[src/rtl/servo_pkg.sv]
// Shared widths, default servo timing and the sequencer state type for the
// servo sequencer slice.
package servo_pkg;

    localparam int PW_W     = 20;
    localparam int DIFF_W   = PW_W + 1;
    localparam int SETTLE_W = 8;

    localparam int DEF_FRAME_CYCLES  = 481000;
    localparam int DEF_MIN_PW        = 11200;
    localparam int DEF_MID_PW        = 40350;
    localparam int DEF_MAX_PW        = 69500;
    localparam int DEF_STEP_PW       = 292;
    localparam int DEF_SETTLE_FRAMES = 4;

    typedef enum logic [1:0] {
        ST_IDLE,
        ST_MOVE,
        ST_SETTLE
    } servo_state_t;

    function automatic logic [PW_W-1:0] clampPw(input logic [PW_W-1:0] pw,
                                                input logic [PW_W-1:0] lo,
                                                input logic [PW_W-1:0] hi);
        logic [PW_W-1:0] result;
        result = pw;
        if (pw < lo) begin
            result = lo;
        end else if (pw > hi) begin
            result = hi;
        end
        return result;
    endfunction

endpackage

[src/rtl/servo_pwm_gen.sv]
// Frame counter and registered pulse generator. The compare uses the pulse
// width that will be current after this edge, so pwm rises with frame_start.
module servo_pwm_gen
    import servo_pkg::*;
#(
    parameter int FRAME_CYCLES = DEF_FRAME_CYCLES
) (
    input  logic            i_clk,
    input  logic            i_rst_n,
    input  logic [PW_W-1:0] i_pw_next,
    output logic            o_run,
    output logic            o_wrap,
    output logic            o_frame_start,
    output logic            o_pwm
);

    localparam int CNT_W = (FRAME_CYCLES > 1) ? $clog2(FRAME_CYCLES) : 1;
    localparam logic [CNT_W-1:0] LAST_CNT = CNT_W'(FRAME_CYCLES - 1);

    logic [CNT_W-1:0] r_cnt;
    logic [CNT_W-1:0] w_cnt_next;
    logic             r_run;
    logic             r_pwm;

    // The counter stays parked at 0 until the first edge after reset release.
    always_comb begin
        w_cnt_next = '0;
        if (r_run && (r_cnt != LAST_CNT)) begin
            w_cnt_next = r_cnt + CNT_W'(1);
        end
    end

    always_ff @(posedge i_clk or negedge i_rst_n) begin
        if (!i_rst_n) begin
            r_run <= 1'b0;
            r_cnt <= '0;
            r_pwm <= 1'b0;
        end else begin
            r_run <= 1'b1;
            r_cnt <= w_cnt_next;
            r_pwm <= (32'(w_cnt_next) < 32'(i_pw_next));
        end
    end

    assign o_run         = r_run;
    assign o_wrap        = r_run && (r_cnt == LAST_CNT);
    assign o_frame_start = r_run && (r_cnt == '0);
    assign o_pwm         = r_pwm;

endmodule

[src/rtl/servo_seq_ctrl.sv]
// Servo command sequencer: accepts a target pulse width, slews the applied
// width toward it once per frame, then holds for a settle period.
module servo_seq_ctrl
    import servo_pkg::*;
#(
    parameter int FRAME_CYCLES  = DEF_FRAME_CYCLES,
    parameter int MIN_PW        = DEF_MIN_PW,
    parameter int MID_PW        = DEF_MID_PW,
    parameter int MAX_PW        = DEF_MAX_PW,
    parameter int STEP_PW       = DEF_STEP_PW,
    parameter int SETTLE_FRAMES = DEF_SETTLE_FRAMES
) (
    input  logic            i_clk,
    input  logic            i_rst_n,
    input  logic            i_cmd_valid,
    input  logic [PW_W-1:0] i_cmd_pw,
    output logic            o_cmd_ready,
    output logic            o_cmd_clamped,
    output logic            o_busy,
    output logic [PW_W-1:0] o_cur_pw,
    output logic            o_frame_start,
    output logic            o_pwm
);

    localparam logic [PW_W-1:0]            MIN_V      = PW_W'(MIN_PW);
    localparam logic [PW_W-1:0]            MID_V      = PW_W'(MID_PW);
    localparam logic [PW_W-1:0]            MAX_V      = PW_W'(MAX_PW);
    localparam logic [PW_W-1:0]            STEP_V     = PW_W'(STEP_PW);
    localparam logic signed [DIFF_W-1:0]   STEP_S     = DIFF_W'(STEP_PW);
    localparam logic [SETTLE_W-1:0]        SETTLE_LIM = SETTLE_W'(SETTLE_FRAMES);

    servo_state_t r_state;
    servo_state_t w_state_next;
    logic [PW_W-1:0]     r_target;
    logic [PW_W-1:0]     w_target_next;
    logic [PW_W-1:0]     r_cur_pw;
    logic [PW_W-1:0]     w_cur_pw_next;
    logic [SETTLE_W-1:0] r_settle_cnt;
    logic [SETTLE_W-1:0] w_settle_next;
    logic [SETTLE_W-1:0] w_settle_inc;
    logic                r_clamped;
    logic                w_clamped_next;
    logic signed [DIFF_W-1:0] w_diff;

    logic w_run;
    logic w_wrap;
    logic w_frame_start;
    logic w_pwm;
    logic w_handshake;

    assign o_cmd_ready = w_run && (r_state == ST_IDLE);
    assign w_handshake = i_cmd_valid && o_cmd_ready;
    assign w_diff      = $signed({1'b0, r_target}) - $signed({1'b0, r_cur_pw});
    assign w_settle_inc = r_settle_cnt + SETTLE_W'(1);

    // Motion is evaluated only on the wrap edge, so a command accepted on the
    // wrap cycle cannot move cur_pw until the following wrap.
    always_comb begin
        w_state_next   = r_state;
        w_target_next  = r_target;
        w_cur_pw_next  = r_cur_pw;
        w_settle_next  = r_settle_cnt;
        w_clamped_next = 1'b0;
        case (r_state)
            ST_IDLE: begin
                if (w_handshake) begin
                    w_target_next  = clampPw(i_cmd_pw, MIN_V, MAX_V);
                    w_clamped_next = (i_cmd_pw < MIN_V) || (i_cmd_pw > MAX_V);
                    w_state_next   = ST_MOVE;
                end
            end
            ST_MOVE: begin
                if (w_wrap) begin
                    if (w_diff == '0) begin
                        w_state_next  = ST_SETTLE;
                        w_settle_next = '0;
                    end else if (w_diff > STEP_S) begin
                        w_cur_pw_next = r_cur_pw + STEP_V;
                    end else if (w_diff < -STEP_S) begin
                        w_cur_pw_next = r_cur_pw - STEP_V;
                    end else begin
                        w_cur_pw_next = r_target;
                    end
                end
            end
            ST_SETTLE: begin
                if (w_wrap) begin
                    w_settle_next = w_settle_inc;
                    if (w_settle_inc >= SETTLE_LIM) begin
                        w_state_next = ST_IDLE;
                    end
                end
            end
            default: begin
                w_state_next = ST_IDLE;
            end
        endcase
    end

    always_ff @(posedge i_clk or negedge i_rst_n) begin
        if (!i_rst_n) begin
            r_state      <= ST_IDLE;
            r_target     <= MID_V;
            r_cur_pw     <= MID_V;
            r_settle_cnt <= '0;
            r_clamped    <= 1'b0;
        end else begin
            r_state      <= w_state_next;
            r_target     <= w_target_next;
            r_cur_pw     <= w_cur_pw_next;
            r_settle_cnt <= w_settle_next;
            r_clamped    <= w_clamped_next;
        end
    end

    servo_pwm_gen #(
        .FRAME_CYCLES (FRAME_CYCLES)
    ) u_pwm_gen (
        .i_clk         (i_clk),
        .i_rst_n       (i_rst_n),
        .i_pw_next     (w_cur_pw_next),
        .o_run         (w_run),
        .o_wrap        (w_wrap),
        .o_frame_start (w_frame_start),
        .o_pwm         (w_pwm)
    );

    assign o_cmd_clamped = r_clamped;
    assign o_busy        = (r_state != ST_IDLE);
    assign o_cur_pw      = r_cur_pw;
    assign o_frame_start = w_frame_start;
    assign o_pwm         = w_pwm;

endmodule
[config.mk]
export PLATFORM = sky130hd
export DESIGN_NAME = servo_seq_ctrl
export DESIGN_NICKNAME = d
export VERILOG_FILES = /design/src/rtl/servo_pkg.sv /design/src/rtl/servo_pwm_gen.sv /design/src/rtl/servo_seq_ctrl.sv
export SDC_FILE = /design/constraint.sdc
export NUM_CORES = 1
export LEC_CHECK = 0
export ABC_AREA = 1
export CAP_MARGIN = 25
export CORE_AREA = 5 5 114 116
export DETAILED_ROUTE_END_ITERATION = 16
export DIE_AREA = 0 0 119 121
export HOLD_SLACK_MARGIN = 0.06
export PLACE_DENSITY = 0.74
export SKIP_CTS_REPAIR_TIMING = 1
export SLEW_MARGIN = 0
export SYNTH_ARGS = -nofsm -noshare
export SYNTH_HDL_FRONTEND = slang
export SYNTH_SLANG_ARGS = --single-unit
[constraint.sdc]
create_clock -name i_clk -period 5.5 [get_ports i_clk]
set_clock_uncertainty 0.15 [all_clocks]
set_input_delay 1.65 -clock i_clk [delete_from_list [all_inputs] [get_ports i_clk]]
set_output_delay 1.65 -clock i_clk [all_outputs]
set_load 0.005 [all_outputs]
==> results.cfg <==
[outcome]
outcome = finished clean

[setup_path]
cpMostUsedCell = nand2_1
reg2reg_depth = 26
endpoint_kind = flip-flop
critPathMaxFanout = 19
reg2reg_setup_slack_ns = 0.57
cpLargestDelayFamily = simple AND/OR/NAND/NOR gates
r2r-start = o_cur_pw[7]
start_kind = flip-flop
cp_num_buf_inv = 3
slowest_delay_ns = 0.56
path_depth = 26
path_class = flip-flop to flip-flop
crit_slowest_cell = dfstp_2
arrival_ns = 5.04
r2r_end = u_pwm_gen.o_pwm
crit_start = o_cur_pw[7]
required_ns = 5.61
critPathCapture = u_pwm_gen.o_pwm

[floorplanning]
die_area_um2 = 14400
core_area_um2 = 11800
pin_count = 48
initial_core_util_pct = 53.6
num_rows = 40
die_h_um = 121
dieWidth_um = 119

[global_route]
grt_pass1_wl_mm = 28.6
grt_use_total_pct = 24.4
grt_max_degree = 73
antenna_found_initial = 0
overflow = 0
grt_pass1_vias = 5653

[synthesis]
synthCells = 963
yosysTopAreaCell = dfrtp_1
synth-edff-count = 0
seq_area_frac_synth_pct = 28.8
yosysWarnings = 0
yosysTopAreaCellShare_pct = 20.5
ys_types = 54
syn_nets = 1031
synth_most_common_cell = nand2_1
synth_commonest_cells = nand2_1, inv_1, nor2_1
synth_ff_type = dfrtp_1
ys_async_sr_fraction_pct = 100
netlist_top_cells_area = dfrtp_1, nand2_1, inv_1
synth_area_per_cell_um2 = 6.58
syn_area_um2 = 6330
synth_seq_cells = 72

[power]
power_leakage_nw = 3.69
p_int_mw = 1.37
ir_drop_v = 0.000259
power.share.combinational_pct = 47.9
swShare_pct = 43.5
seq_power_share_pct = 26.5
power.share.clock_pct = 25.6
switching_power_mw = 1.06
powerDensity_nw_per_um2 = 336

[placement]
dp_hpwl_mm = 13.7
gp_congestion = 0.947
dpl_cell_area_um2 = 6910
pre_cts_slack_ns = 0.618
portBuffers = 47

[clock_tree]
clock_sinks = 72
cts_buffers = 9
clk_path_buf_depth = 2
clock_latency_ns = 0.34
path_clk_slew_ns = 0.06
h-tree-depth = 3
cts-root-buf = clkbuf_16
tritoncts = yes

[drt]
ant_nets = 0
drtIter0Drc = 678
vias = 6255
wirelength_mm = 17.4
routedWlPerCell_um = 14.9
drt-pass1-iter-count = 6
routed_via_density = 5.39
post-route-drc-count = 0

[cells_and_area]
diodes = 0
drive_above_1_share_pct = 6.41
final_area_um2 = 7230
fin_nets = 1077
area_delta_synth_final_pct = 14.1

[timing]
setup_violations = 0
tightest_slew_ns = 0.920
finalHoldViolCount = 0
rsz0062_at_grt = false
finalMaxSlewViolations = 0
max_freq_mhz = 203
min_period_ns = 4.93
maxSlewHeadroom_pct = 38.6
holdWs_ns = 0.330
tns_ns = 0
setup_slack_ns = 0.573
fin_crit_sh_pct = 89.6

[run]
cap_violations = 0

[min_path]
hold_path.class = flip-flop to flip-flop
-- per-stage QoR --
| stage | instances | total power, mW | util (%) |
|---|---|---|---|
| after global routing | 1161 | 2.63 | 61.2 |
| after floorplan | 963 | 1.54 | - |
| final | 1161 | 2.43 | 61.2 |
| after CTS | 1161 | 2.43 | 61.2 |
| after global placement | 1145 | 1.79 | 58.5 |
| after detailed placement | 1145 | 1.79 | 58.5 |
-- power by group through the flow --
stage / Clock [mW] / Sequential [mW] / Combinational, mW
floorplan: 0 / 0.635 / 0.910
global placement: 0 / 0.648 / 1.14
detailed placement: 0 / 0.649 / 1.14
CTS: 0.632 / 0.641 / 1.15
global route: 0.655 / 0.647 / 1.33
finish: 0.622 / 0.642 / 1.16
-- registers in the layout (all words and copies together), names as in the netlist --
name             cells
r_state              2
o_cur_pw            20
u_pwm_gen.o_pwm      1
r_target            20
o_cmd_clamped        1
u_pwm_gen.o_run      1
r_settle_cnt         8
u_pwm_gen.r_cnt     19
-- cells in the final DEF, fill, tap and decap left out, types with 4 or more instances in the layout --
cell | synthesis | routed
clkbuf_16 | 0 | 9
inv_1 | 154 | 154
clkdlybuf4s50_1 | 0 | 46
nand4_1 | 18 | 18
nand3b_1 | 8 | 8
dfrtp_1 | 52 | 52
o211ai_1 | 12 | 12
o21ai_0 | 32 | 32
nand3_1 | 72 | 72
nor4_1 | 5 | 5
nor3_1 | 28 | 28
nor2_1 | 93 | 93
a21oi_1 | 42 | 42
ha_1 | 44 | 44
and2_1 | 6 | 6
xor2_1 | 23 | 23
nand2_2 | 9 | 9
dfstp_2 | 20 | 20
nand2_1 | 267 | 267
o21ai_1 | 8 | 8
inv_2 | 9 | 9
o21a_1 | 4 | 4
-- kinds of logic after synthesis --
group	after synthesis	share of synthesized area, %
AO/OA/AOI/OAI	125	11.9
XOR/XNOR	24	3.32
adder cells (fa/ha/maj)	45	9.01
buffers and inverters	178	11.1
flip-flops	72	28.8
multiplexers	1	0.178
other	1	0.0592
AND/OR/NAND/NOR	517	35.6
-- layout make-up --
class | count | area, um^2
fillers | 1142 | 4580
multi-input cells | 713 | 3800
flip-flops and latches | 72 | 1830
inverters | 165 | 622
repair buffers | 48 | 475
clock buffers | 13 | 270
well taps | 147 | 184
clock inverters | 3 | 47.5
-- how the worst min path moves through the flow --
stage	cells after the start	start	to	slack, ns
6_report	2	r_target[7]	r_target[7]	0.33
5_1_grt	2	r_target[7]	r_target[7]	0.35
4_1_cts	2	r_target[7]	r_target[7]	0.33
3_5_place_dp	2	r_target[7]	r_target[7]	0.32
3_3_place_gp	2	r_target[7]	r_target[7]	0.31
2_1_floorplan	2	r_target[7]	r_target[7]	0.30
-- metal layers --
layer  wire length (um)  up-vias  global-route usage, %  share of wire (%)
met5                  0        -                      0                  0
met3               1250       14                   4.80                7.2
met4                176        0                   4.49                1.0
li1                   -     3216                      -                  -
met1               8450     2802                   35.5                 49
met2               7470      223                   37.8                 43
-- worst reg2reg max path, delay by kind of cell (launching register included) --
kind,cells,cell delay [ns]
AOI/OAI and AO/OA,6,1.08
adders and majority gates,2,0.68
buffers and inverters,3,0.50
and+or+nand+nor,15,1.89
DFF,1,0.56
(Power assumes the default switching activity.)
